==> config.mk <==
export PLATFORM = sky130hd
export DESIGN_NAME = busca_instrucao_flat
export DESIGN_NICKNAME = d
export VERILOG_FILES = /design/src/rtl/busca_instrucao_pkg.sv /design/src/rtl/busca_instrucao_if.sv /design/src/rtl/busca_instrucao_registrador.sv /design/src/rtl/busca_instrucao.sv /design/src/flat_wrapper.sv
export SDC_FILE = /design/constraint.sdc
export NUM_CORES = 1
export LEC_CHECK = 0
export CELL_PAD_IN_SITES_DETAIL_PLACEMENT = 0
export CELL_PAD_IN_SITES_GLOBAL_PLACEMENT = 1
export CORE_MARGIN = 3
export CORE_UTILIZATION = 28
export CTS_CLUSTER_SIZE = 12
export DETAILED_ROUTE_END_ITERATION = 16
export HOLD_SLACK_MARGIN = 0.08
export PLACE_DENSITY = 0.88
export SETUP_SLACK_MARGIN = 0.5
export SLEW_MARGIN = 20
export SYNTH_ARGS = -nofsm -noshare
export SYNTH_HDL_FRONTEND = slang
export SYNTH_SLANG_ARGS = --single-unit
==> constraint.sdc <==
create_clock -name clock -period 2.03 [get_ports clock]
set_input_delay 0.406 -clock clock [delete_from_list [all_inputs] [get_ports clock]]
set_output_delay 0.406 -clock clock [all_outputs]
set_load 0.03 [all_outputs]
==> src/rtl/busca_instrucao_pkg.sv <==
// busca_instrucao_pkg
//   Definitions shared by the fetch stage and the control logic downstream:
//   fetch FSM state encoding, the halt opcode and the bit positions of the
//   opcode / Rx / Ry fields inside a 16-bit instruction word.
//   Optional feature macro used by the fetch stage: BUSCA_PREFETCH_EN.
package busca_instrucao_pkg;

    typedef enum logic [2:0] {
        StIdle  = 3'd0,
        StFetch = 3'd1,
        StWait  = 3'd2,
        StExec  = 3'd3,
        StHalt  = 3'd4
    } fetch_state_e;

    localparam int unsigned OPC_W = 3;
    localparam logic [OPC_W-1:0] OPC_HALT = 3'b111;

    // Field positions inside iin, shared with the control logic.
    localparam int unsigned OPC_MSB = 15;
    localparam int unsigned OPC_LSB = 13;
    localparam int unsigned RX_MSB  = 12;
    localparam int unsigned RX_LSB  = 10;
    localparam int unsigned RY_MSB  = 9;
    localparam int unsigned RY_LSB  = 7;

    function automatic logic is_halt(input logic [OPC_W-1:0] opc);
        return opc == OPC_HALT;
    endfunction

endpackage

==> src/rtl/busca_instrucao_if.sv <==
// busca_instrucao_if
//   Synchronous-read instruction memory bus between the fetch stage and the
//   external memory. Read data is valid the cycle after mem_rd.
//   Signals:
//     mem_rd   - read strobe (fetch -> memory)
//     mem_addr - read address (fetch -> memory)
//     mem_data - read data (memory -> fetch)
//   Modports: master (fetch side), slave (memory side).
interface busca_instrucao_if #(
    parameter int unsigned ADDR_W  = 8,
    parameter int unsigned INSTR_W = 16
);

    logic               mem_rd;
    logic [ADDR_W-1:0]  mem_addr;
    logic [INSTR_W-1:0] mem_data;

    modport master (
        output mem_rd,
        output mem_addr,
        input  mem_data
    );

    modport slave (
        input  mem_rd,
        input  mem_addr,
        output mem_data
    );

endinterface

==> src/rtl/busca_instrucao_registrador.sv <==
// registrador_instrucao
//   Loadable register with synchronous active-high clear. Holds the current
//   instruction (iin) and, when prefetch is built in, the prefetched word.
//   Ports:
//     clock - clock, rising edge
//     clear - synchronous clear to zero, dominates load
//     load  - capture d on the next rising edge
//     d     - data in
//     q     - registered data out
module registrador_instrucao #(
    parameter int unsigned WIDTH = 16
) (
    input  logic             clock,
    input  logic             clear,
    input  logic             load,
    input  logic [WIDTH-1:0] d,
    output logic [WIDTH-1:0] q
);

    always_ff @(posedge clock) begin
        if (clear) begin
            q <= '0;
        end else if (load) begin
            q <= d;
        end
    end

endmodule

==> src/rtl/busca_instrucao.sv <==
// busca_instrucao
//   Instruction fetch stage. Walks pc through an external synchronous-read
//   memory, latches each word into iin and holds it until the control logic
//   pulses done. Opcode 3'b111 halts fetching until clear.
//   Optional feature macro: BUSCA_PREFETCH_EN adds a one-entry prefetch
//   buffer that is filled while an instruction executes, so a done with the
//   buffer full loads the next word with no iin_valid bubble.
//   Ports:
//     clock     - clock, rising edge
//     clear     - synchronous active-high reset, dominates every input
//     run       - enable fetching (sampled in IDLE and with done)
//     done      - control logic finished the current iin (one-cycle pulse)
//     mem       - memory bus, master side (mem_rd / mem_addr / mem_data)
//     iin       - instruction register
//     iin_valid - iin holds an instruction to execute
//     pc        - address of the next word to be latched
//     halted    - a halt opcode was fetched
module busca_instrucao
    import busca_instrucao_pkg::*;
#(
    parameter int unsigned ADDR_W  = 8,
    parameter int unsigned INSTR_W = 16
) (
    input  logic               clock,
    input  logic               clear,
    input  logic               run,
    input  logic               done,
    busca_instrucao_if.master  mem,
    output logic [INSTR_W-1:0] iin,
    output logic               iin_valid,
    output logic [ADDR_W-1:0]  pc,
    output logic               halted
);

    fetch_state_e       state_q, state_d;
    logic [ADDR_W-1:0]  pc_q, pc_d;
    logic               iin_load;
    logic [INSTR_W-1:0] iin_next;
    logic [INSTR_W-1:0] iin_q;
    logic               rd;

    registrador_instrucao #(
        .WIDTH(INSTR_W)
    ) u_iin (
        .clock(clock),
        .clear(clear),
        .load (iin_load),
        .d    (iin_next),
        .q    (iin_q)
    );

`ifdef BUSCA_PREFETCH_EN
    // pf_land_q: a prefetch read was issued last cycle, so mem_data carries
    // the word now. pf_valid_q: the word is parked in pf_data.
    logic               pf_valid_q, pf_valid_d;
    logic               pf_land_q, pf_land_d;
    logic [INSTR_W-1:0] pf_data;
    logic               pf_hit;
    logic [INSTR_W-1:0] pf_word;

    registrador_instrucao #(
        .WIDTH(INSTR_W)
    ) u_pf (
        .clock(clock),
        .clear(clear),
        .load (pf_land_q),
        .d    (mem.mem_data),
        .q    (pf_data)
    );

    // A word landing this very cycle is as good as a buffered one: bypass it.
    assign pf_hit  = pf_valid_q | pf_land_q;
    assign pf_word = pf_valid_q ? pf_data : mem.mem_data;
`endif

    always_ff @(posedge clock) begin
        if (clear) begin
            state_q    <= StIdle;
            pc_q       <= '0;
`ifdef BUSCA_PREFETCH_EN
            pf_valid_q <= 1'b0;
            pf_land_q  <= 1'b0;
`endif
        end else begin
            state_q    <= state_d;
            pc_q       <= pc_d;
`ifdef BUSCA_PREFETCH_EN
            pf_valid_q <= pf_valid_d;
            pf_land_q  <= pf_land_d;
`endif
        end
    end

    always_comb begin
        state_d    = state_q;
        pc_d       = pc_q;
        iin_load   = 1'b0;
        iin_next   = mem.mem_data;
        rd         = 1'b0;
`ifdef BUSCA_PREFETCH_EN
        pf_valid_d = 1'b0;
        pf_land_d  = 1'b0;
`endif

        unique case (state_q)
            StIdle: begin
                if (run) begin
                    state_d = StFetch;
                end
            end

            StFetch: begin
                rd      = 1'b1;
                state_d = StWait;
            end

            StWait: begin
                // A halt word is not latched and does not advance pc.
                if (is_halt(mem.mem_data[OPC_MSB:OPC_LSB])) begin
                    state_d = StHalt;
                end else begin
                    iin_load = 1'b1;
                    pc_d     = pc_q + ADDR_W'(1);
                    state_d  = StExec;
                end
            end

            StExec: begin
`ifdef BUSCA_PREFETCH_EN
                if (!pf_hit) begin
                    rd = 1'b1;
                    // With done on the issue cycle the read is completed by
                    // WAIT instead of the buffer.
                    pf_land_d = !done;
                end
                pf_valid_d = pf_hit & !done;
                if (done) begin
                    if (!run) begin
                        // Buffer flushed; pc still addresses the unread word.
                        state_d = StIdle;
                    end else if (pf_hit) begin
                        if (is_halt(pf_word[OPC_MSB:OPC_LSB])) begin
                            state_d = StHalt;
                        end else begin
                            iin_load = 1'b1;
                            iin_next = pf_word;
                            pc_d     = pc_q + ADDR_W'(1);
                        end
                    end else begin
                        state_d = StWait;
                    end
                end
`else
                if (done) begin
                    state_d = run ? StFetch : StIdle;
                end
`endif
            end

            StHalt: begin
                state_d = StHalt;
            end

            default: begin
                state_d = StIdle;
            end
        endcase
    end

    // Address always follows pc, so it is stable whenever no read is issued.
    assign mem.mem_rd   = rd;
    assign mem.mem_addr = pc_q;

    assign iin       = iin_q;
    assign iin_valid = (state_q == StExec);
    assign pc        = pc_q;
    assign halted    = (state_q == StHalt);

endmodule

==> src/flat_wrapper.sv <==
// flat-port wrapper written by rule: the top's interface ports become plain ports
module busca_instrucao_flat import busca_instrucao_pkg::*;
#(
    parameter int unsigned ADDR_W  = 8,
    parameter int unsigned INSTR_W = 16
)
  (clock, clear, run, done, iin, iin_valid, pc, halted, mem_mem_rd, mem_mem_addr, mem_mem_data);
  busca_instrucao_if #(.ADDR_W(ADDR_W), .INSTR_W(INSTR_W)) mem_i ();
  input  logic clock;
  input  logic clear;
  input  logic run;
  input  logic done;
  output logic [INSTR_W-1:0] iin;
  output logic iin_valid;
  output logic [ADDR_W-1:0] pc;
  output logic halted;
  output wire logic [$bits(mem_i.mem_rd)-1:0] mem_mem_rd;
  output wire logic [$bits(mem_i.mem_addr)-1:0] mem_mem_addr;
  input wire logic [$bits(mem_i.mem_data)-1:0] mem_mem_data;
  assign mem_mem_rd = mem_i.mem_rd;
  assign mem_mem_addr = mem_i.mem_addr;
  assign mem_i.mem_data = mem_mem_data;
  busca_instrucao #(.ADDR_W(ADDR_W), .INSTR_W(INSTR_W)) u_core (.clock(clock), .clear(clear), .run(run), .done(done), .mem(mem_i), .iin(iin), .iin_valid(iin_valid), .pc(pc), .halted(halted));
endmodule
==> flow_summary.yaml <==
logic_synthesis:
  synth_nets: 161
  synth_ff_type: "dfxtp_1"
  synthArstFlopShare_pct: 0
  synth_edf_count: 0
  ys_ff_latch: 27
  synth_cell_types: 27
  yosysTopAreaCellShare_pct: 46.1
  synth.avg_cell_area_um2: 8.37
  synthTopCellsByArea: "dfxtp_1, nand2_1, a21oi_1"
  syn_area_mm2: 0.00117
  synth.yosys.seq_area_share_pct: 46.1
  synth_top_area_cell: "dfxtp_1"
  ys_warn_count: 0
  synth_cells: 140
grt:
  grtUsageTotal_pct: 10.6
  grt_pass1_wl_mm: 4.33
  top_usage_layer: "met2"
  grt_max_degree: 28
  grt_use_met1_pct: 12.3
  antenna_found_initial: 0
  grt-ovfl-total: 0
  met3_usage_pct: 3.84
  use_met2_pct: 18.3
  grt_pass1_vias: 951
worst_setup_path:
  max_stage_delay_ns: 0.36
  crit_chain: "nor2_1 > and2_4 > buf_4"
  cp_max_fo: 8
  cp-start-kind: "flip-flop"
  crit_type: "flip-flop to output port"
  critPathCaptureType: "output port"
  crit_buf_inv: 1
  crit_arrival_ns: 1.11
  slowest_stage: "dfxtp_2"
  path_delay_family: "flip-flops"
  required_ns: 1.62
clock_network:
  cts_root_buf: "clkbuf_8"
  cts_tree: "built"
  clk_latency_ns: 0.27
  h-tree-depth: 1
  cts_sinks: 27
  cts_inserted_buffers: 3
  cts.path.max_buffers: 2
  clkTransAtPathRegs_ns: 0.09
cells_and_area:
  multi_input_area_um2: 573
  fin_area_mm2: 0.00175
  syn2layout_area_growth_pct: 49.1
  num_antenna_cells: 0
  nNetsFinal: 209
  regArea_um2: 551
  layout-drive-gt1-share_pct: 18.7
  num-fill-cells: 397
sta:
  period_share_pct: 74.8
  maxSlewHeadroom_pct: 78.1
  worstMarginPinSlew_ns: 0.328
  fin_tns_setup_ns: 0
  hold_viol: 0
  finalSetupViolations: 0
  skew_ns: 0.00323
  fin_crit_ns: 1.52
  rsz0062_at_grt: "true"
  fmax_mhz: 658
  slew_violations: 0
route:
  routed_via_density: 4.51
  drt_iter0_drc: 48
  num_vias: 1059
  drc_errors: 0
  drt_wl_total_mm: 2.96
  dr.pass1.iters: 4
  post_drt_wl_per_cell_um: 12.6
  ant_nets: 0
placed_design:
  routabilityCongestion: 0.773
  hpwl_mm: 1.91
  port-buffer-count: 54
  place_area_mm2: 0.00169
power_and_ir_drop:
  pwr-share-seq_pct: 51.3
  sw_frac_of_total_pct: 29.5
  clock_power_share_pct: 27.2
  net-switching-power_mw: 0.334
  power_density_mw_per_mm2: 649
  combinationalPowerShare_pct: 21.5
  intPower_mw: 0.801
  p_leak_nw: 0.699
  finalPower_mw: 1.14
  vdd_drop_max_mv: 0.421
floorplan:
  start_util_pct: 30.4
  io_pins: 55
  dieHeight_um: 70.7
  die_w_um: 70.7
  rows: 22
  core_mm2: 0.00385
  die_area_mm2: 0.00500
run_status:
  status: "complete, no violations"
worst_hold_path:
  min_path_type: "flip-flop to flip-flop"
run:
  drv_cap: 0
-- power groups by stage --
stage | clock network, mW | logic [mW] | registers, mW
finish | 0.309 | 0.245 | 0.582
detailed placement | 0 | 0.253 | 0.593
global placement | 0 | 0.253 | 0.593
CTS | 0.316 | 0.236 | 0.581
floorplan | 0 | 0.107 | 0.633
global route | 0.337 | 0.264 | 0.588
-- sequential cells by signal, indices dropped and copies added (netlist names) --
signal               cells
u_core.mem.mem_addr      8
u_core.state_q           3
u_core.u_iin.q          16
-- tightest hold or removal path: cells and delay by family (launching register included) --
kind               cells  cell delay (ns)
DFF                    1             0.32
and+or+nand+nor        1             0.05
AOI/OAI and AO/OA      1             0.05
-- per-stage QoR --
step	hold WS (ns)	util, %	instances	setup WS [ns]
finish	0.458	45.4	235	0.511
global route	0.478	45.4	235	0.454
CTS	0.459	44.4	233	0.271
detailed placement	0.449	44.0	229	0.169
global placement	0.441	44.0	229	0.203
floorplan	0.513	-	140	0.549
-- kinds of logic after synthesis --
logic type	Yosys count	synth area share (%)
AO/OA/AOI/OAI	18	7.90
AND/OR/NAND/NOR	71	31.0
adder cells (fa/ha/maj)	1	1.07
buffers and inverters	16	8.75
XOR/XNOR	7	5.23
flip-flops	27	46.1
-- area by class of cell --
cell class                 instances  share of cell area (%)
multi-input combinational         99                    32.8
sequential                        27                    31.5
timing repair buffer              56                    29.5
tap                               48                    3.44
clock buffer                       4                    2.58
inverter                           1                   0.215
-- cell usage after synthesis (2+ instances only) --
master / number
nand4_1: 2
buf_4: 9
clkbuf_1: 4
xnor2_1: 6
nor2_1: 15
nor3b_1: 2
dfxtp_1: 27
nor3_1: 6
nand3_1: 5
nand2_1: 31
a21oi_1: 17
-- cell usage in the layout, fill, tap and decap left out --
cell type        count
nand2_1             31
and3_4               1
nor2_1              15
nor4_4               2
nand4_1              2
buf_4                3
nor3b_1              1
nor2_4               1
and2_4               1
nand2b_1             1
or3b_4               1
dfxtp_2              5
and4_1               1
and3b_2              1
dlygate4sd2_1       18
clkbuf_8             3
or3b_2               1
xor2_1               1
inv_1                1
clkdlybuf4s15_2      8
a21oi_1             17
clkdlybuf4s15_1      3
dfxtp_1             21
dfxtp_4              1
nand3b_1             1
nand3_1              5
nor3b_2              1
nor2_8               1
buf_2                2
ha_1                 1
a21o_1               1
xnor2_1              6
nor3_1               6
clkdlybuf4s50_1     19
clkbuf_1             1
clkbuf_2             3
-- path summary, 6_finish.rpt --
kind                             to  slack, ns  depth (start not counted)               from
max                          halted       0.51                          3  u_core.state_q[0]
min               u_core.u_iin.q[9]       0.46                          2  u_core.u_iin.q[9]
min reg2reg       u_core.u_iin.q[9]       0.46                          2  u_core.u_iin.q[9]
max reg2reg  u_core.mem.mem_addr[3]       0.54                          4  u_core.state_q[1]
-- layer usage --
metal	vias up	wire length (um)
li1	551	-
met1	468	1290
met2	38	1480
met3	2	172
met4	0	19
met5	-	0
-- timing repair --
action	in CTS	in global routing
pin swaps	0	3
endpoints found under the hold margin	0	0
setup buffers	0	0
hold buffers	0	0
gates resized for setup	62	23
setup endpoints to repair	58	36
gates cloned	0	2
Power figures use the tool's default switching activity.
